`src/rtl/ripple_carry_adder.sv`:
```
// Registered ripple-carry adder: WIDTH full-adder stages feeding one output register stage,
// with carry-out, signed overflow and zero flags and a valid strobe.
module ripple_carry_adder #(
    parameter int WIDTH = 4
) (
    input  logic             clk,
    input  logic             rst_n,
    input  logic             in_valid,
    input  logic [WIDTH-1:0] a,
    input  logic [WIDTH-1:0] b,
    input  logic             cin,
    output logic [WIDTH-1:0] sum,
    output logic             cout,
    output logic             overflow,
    output logic             zero,
    output logic             out_valid
);

    logic [WIDTH-1:0] w_sum;
    logic             w_cout;
    logic             w_c_msb;

    logic [WIDTH-1:0] r_sum;
    logic             r_cout;
    logic             r_overflow;
    logic             r_zero;
    logic             r_out_valid;

    // Carry ripples bit by bit; w_c_msb keeps the carry into the top stage for overflow.
    always_comb begin
        logic v_carry;
        v_carry = cin;
        w_sum   = '0;
        w_c_msb = cin;
        w_cout  = cin;
        for (int i = 0; i < WIDTH; i++) begin
            w_c_msb  = v_carry;
            w_sum[i] = a[i] ^ b[i] ^ v_carry;
            v_carry  = (a[i] & b[i]) | (v_carry & (a[i] ^ b[i]));
        end
        w_cout = v_carry;
    end

    // Output register stage: zero is derived from the new sum, not the registered one.
    always_ff @(posedge clk) begin
        if (!rst_n) begin
            r_sum       <= '0;
            r_cout      <= 1'b0;
            r_overflow  <= 1'b0;
            r_zero      <= 1'b1;
            r_out_valid <= 1'b0;
        end else begin
            r_out_valid <= in_valid;
            if (in_valid) begin
                r_sum      <= w_sum;
                r_cout     <= w_cout;
                r_overflow <= w_cout ^ w_c_msb;
                r_zero     <= (w_sum == '0);
            end
        end
    end

    assign sum       = r_sum;
    assign cout      = r_cout;
    assign overflow  = r_overflow;
    assign zero      = r_zero;
    assign out_valid = r_out_valid;

endmodule

```
`config.mk`:
```
export PLATFORM = sky130hd
export DESIGN_NAME = ripple_carry_adder
export DESIGN_NICKNAME = d
export VERILOG_FILES = /design/src/rtl/ripple_carry_adder.sv
export SDC_FILE = /design/constraint.sdc
export NUM_CORES = 1
export LEC_CHECK = 0
export BUFFER_PORTS_ARGS = -buffer_cell sky130_fd_sc_hd__buf_4
export CELL_PAD_IN_SITES_DETAIL_PLACEMENT = 0
export CELL_PAD_IN_SITES_GLOBAL_PLACEMENT = 2
export CORE_MARGIN = 2
export CORE_UTILIZATION = 26
export CTS_CLUSTER_DIAMETER = 60
export CTS_CLUSTER_SIZE = 10
export DETAILED_ROUTE_END_ITERATION = 7
export HOLD_SLACK_MARGIN = 0.06
export PLACE_DENSITY = 0.85
export SLEW_MARGIN = 40
export SYNTH_ARGS = -nofsm -noshare
export SYNTH_HDL_FRONTEND = slang
export SYNTH_SLANG_ARGS = --single-unit
```
`constraint.sdc`:
```
create_clock -name clk -period 6.5 [get_ports clk]
set_input_delay 1.3 -clock clk [delete_from_list [all_inputs] [get_ports clk]]
set_output_delay 1.3 -clock clk [all_outputs]
set_load 0.05 [all_outputs]
```
==> impl_metrics.json <==
{
  "run_status": "complete, no violations",
  "postCtsSetupBuffers": 0,
  "number_of_design_rule_violations_left_after_detail_routing": 0,
  "critical_path_at_ps": 3320,
  "post_synth_num_cell_types": 13,
  "gp_routability_congestion": 0.641,
  "finalSetupTns_ps": 0,
  "slew_headroom_pct": 90.0,
  "synth_top_cell_by_area": "dfxtp_1",
  "fraction_of_the_cycle_the_final_worst_path_needs_pct": 48.9,
  "post-place-ws_ps": 3050,
  "critical-path-max-stage-delay_ps": 430,
  "post-synth-top-count-cell": "dfxtp_1",
  "worst_path_max_delay_cell": "fa_1",
  "vias_in_the_first_global_route": 313,
  "cpLargestDelayFamily": "adder cells",
  "placement.cell_area_um2": 557,
  "syn_avg_cell_area_um2": 11.7,
  "crit_chain": "buf_4, fa_1, fa_1, fa_1, inv_1, fa_1, inv_1, o221ai_2",
  "worstSetupStartpointType": "input port",
  "critPathCaptureType": "register",
  "fp.dieArea_um2": 1860,
  "final_skew_ps": 0,
  "p_per_area_nw_per_um2": 245,
  "wl_per_cell_um": 11.0,
  "initial_utilization_pct": 27.1,
  "crit_type": "input port to register",
  "period_minus_slack_ps": 3180,
  "drive_gt1_share_pct": 43.6,
  "grt_pass1_wl_um": 1370,
  "cts.reportedPaths.clkPinSlew_ps": 60,
  "antenna_cells": 0,
  "hpwl_um": 594,
  "yosys-top-cells-count": "dfxtp_1, inv_1, fa_1, nor2b_1, mux2i_1",
  "post-synth-top-area-fraction_pct": 40.1,
  "synth-seq-cells": 8,
  "synthesis.area_um2": 399,
  "async_flop_share_pct": 0,
  "ant_nets": 0,
  "area_growth_pct": 45.1,
  "worst_hold_margin_ps": 483,
  "syn-num-nets": 50,
  "clk_path_buf_depth": 2,
  "placement_rows": 14,
  "globalRoute.totalOverflow": 0,
  "synth_warnings": 0,
  "worstMarginPinSlew_ps": 149,
  "crit_path_frequent_cell": "fa_1",
  "number_of_antenna_violations_at_the_first_check_in_global_routing": 0,
  "dr.pass1.iters": 1,
  "timing.critical_path.buf_inv": 3,
  "synth-main-ff-cell": "dfxtp_1",
  "ys_seq_area_share_pct": 40.1,
  "timing.fmax_ghz": 0.315,
  "setup_viol": 0,
  "post_synth_inst_count": 34,
  "timing.final.ws_setup_ps": 3320,
  "top_level_ports": 20,
  "drt_first_iter_violations": 0,
  "wl_um": 780,
  "cts_hold_buf": 0,
  "finalHoldViolations": 0,
  "irDropWorstVdd_mv": 0.0892,
  "maxSlewViolCount": 0,
  "ctsHtreeMaxLevel": 1,
  "layout_nets": 73,
  "die_width_um": 43.2,
  "cts-root-buf": "clkbuf_4",
  "synth_enable_flop_cells": 0,
  "synthTopCellsByArea": "dfxtp_1, fa_1, mux2i_1",
  "post_drt_via_cell_ratio": 4.30,
  "maximum_number_of_pins_on_one_net_before_global_route_repair": 12,
  "holdCritPathClass": "register to register",
  "worst_skew_pair.late_latency_ps": 250,
  "numPortBuffers": 19,
  "cts_buffers": 3,
  "num_vias": 305,
  "die_h_um": 43.2,
  "reg2reg_setup_slack_ps": 5750,
  "path_max_fanout": 2,
  "pleak_nw": 0.296,
  "rsz0062_at_grt": "no",
  "maxCapViolCount": 0,
  "clock_tree_from_tritoncts": "built",
  "finalInstanceArea_um2": 579,
  "globalRouteTotalUtil_pct": 10.6,
  "postCtsResizedCells": 0,
  "clock_sink_count": 8,
  "fp.coreArea_um2": 1470,
  "cp.required_ps": 6640
}
per-stage QoR:
step / power [W] / cells / utilization [%]
global placement: 0.000105 / 68 / 37.8
global route: 0.000153 / 71 / 39.4
detailed placement: 0.000105 / 68 / 37.8
CTS: 0.000146 / 71 / 39.4
floorplan: 0.0000887 / 34 / -
finish: 0.000142 / 71 / 39.4
final cells by class:
cell class / count / area, um2
fill: 174 / 892
multi-input combinational: 20 / 215
sequential: 8 / 160
timing repair buffer: 19 / 143
clock buffer: 3 / 22.5
tap: 16 / 20.0
inverter: 5 / 18.8
routing by layer:
layer	wire length, um	global-route usage (%)	vias up
met2	341	14.3	14
met3	98	3.40	0
li1	-	-	154
met4	0	9.09	0
met5	0	0	-
met1	341	13.1	137
cell families (layout without fill, tap and decap cells):
group | after synthesis | in the layout | synth area share (%)
AO/OA/AOI/OAI | 4 | 4 | 11.0
XOR/XNOR | 1 | 1 | 2.19
adder cells (fa/ha/maj) | 4 | 4 | 20.1
buffers and inverters | 6 | 27 | 5.96
flip-flops | 8 | 8 | 40.1
multiplexers | 3 | 3 | 7.52
AND/OR/NAND/NOR | 8 | 8 | 13.2
path summary, 6_finish.rpt:
check,from,end,depth (start not counted)
worst max-delay path,a[0],zero,8
worst min-delay path,cout,cout,1
worst max register to register,overflow,overflow,2
worst min register to register,cout,cout,1
flip-flops by register name, indices dropped and copies added, names as in the netlist:
register	cells
zero	1
sum	4
out_valid	1
cout	1
overflow	1
cells in the final DEF, fill, tap and decap left out:
cell type,instances
inv_1,5
fa_1,4
a22o_1,1
buf_4,19
dfxtp_1,8
and2_1,1
o221ai_2,1
or4b_4,1
o211a_1,2
nand2_1,2
xnor2_1,1
mux2i_1,3
nor2b_1,4
clkbuf_4,3
report_power, final:
group | total [W] | switching, W | leakage (nW) | internal [W]
registers | 0.0000556 | 0.00000192 | 0.0664 | 0.0000536
logic | 0.0000479 | 0.0000283 | 0.215 | 0.0000196
clock network | 0.0000388 | 0.0000176 | 0.0138 | 0.0000212
total | 0.000142 | 0.0000478 | 0.296 | 0.0000944
Note: power is estimated with default switching activity, not from simulation.
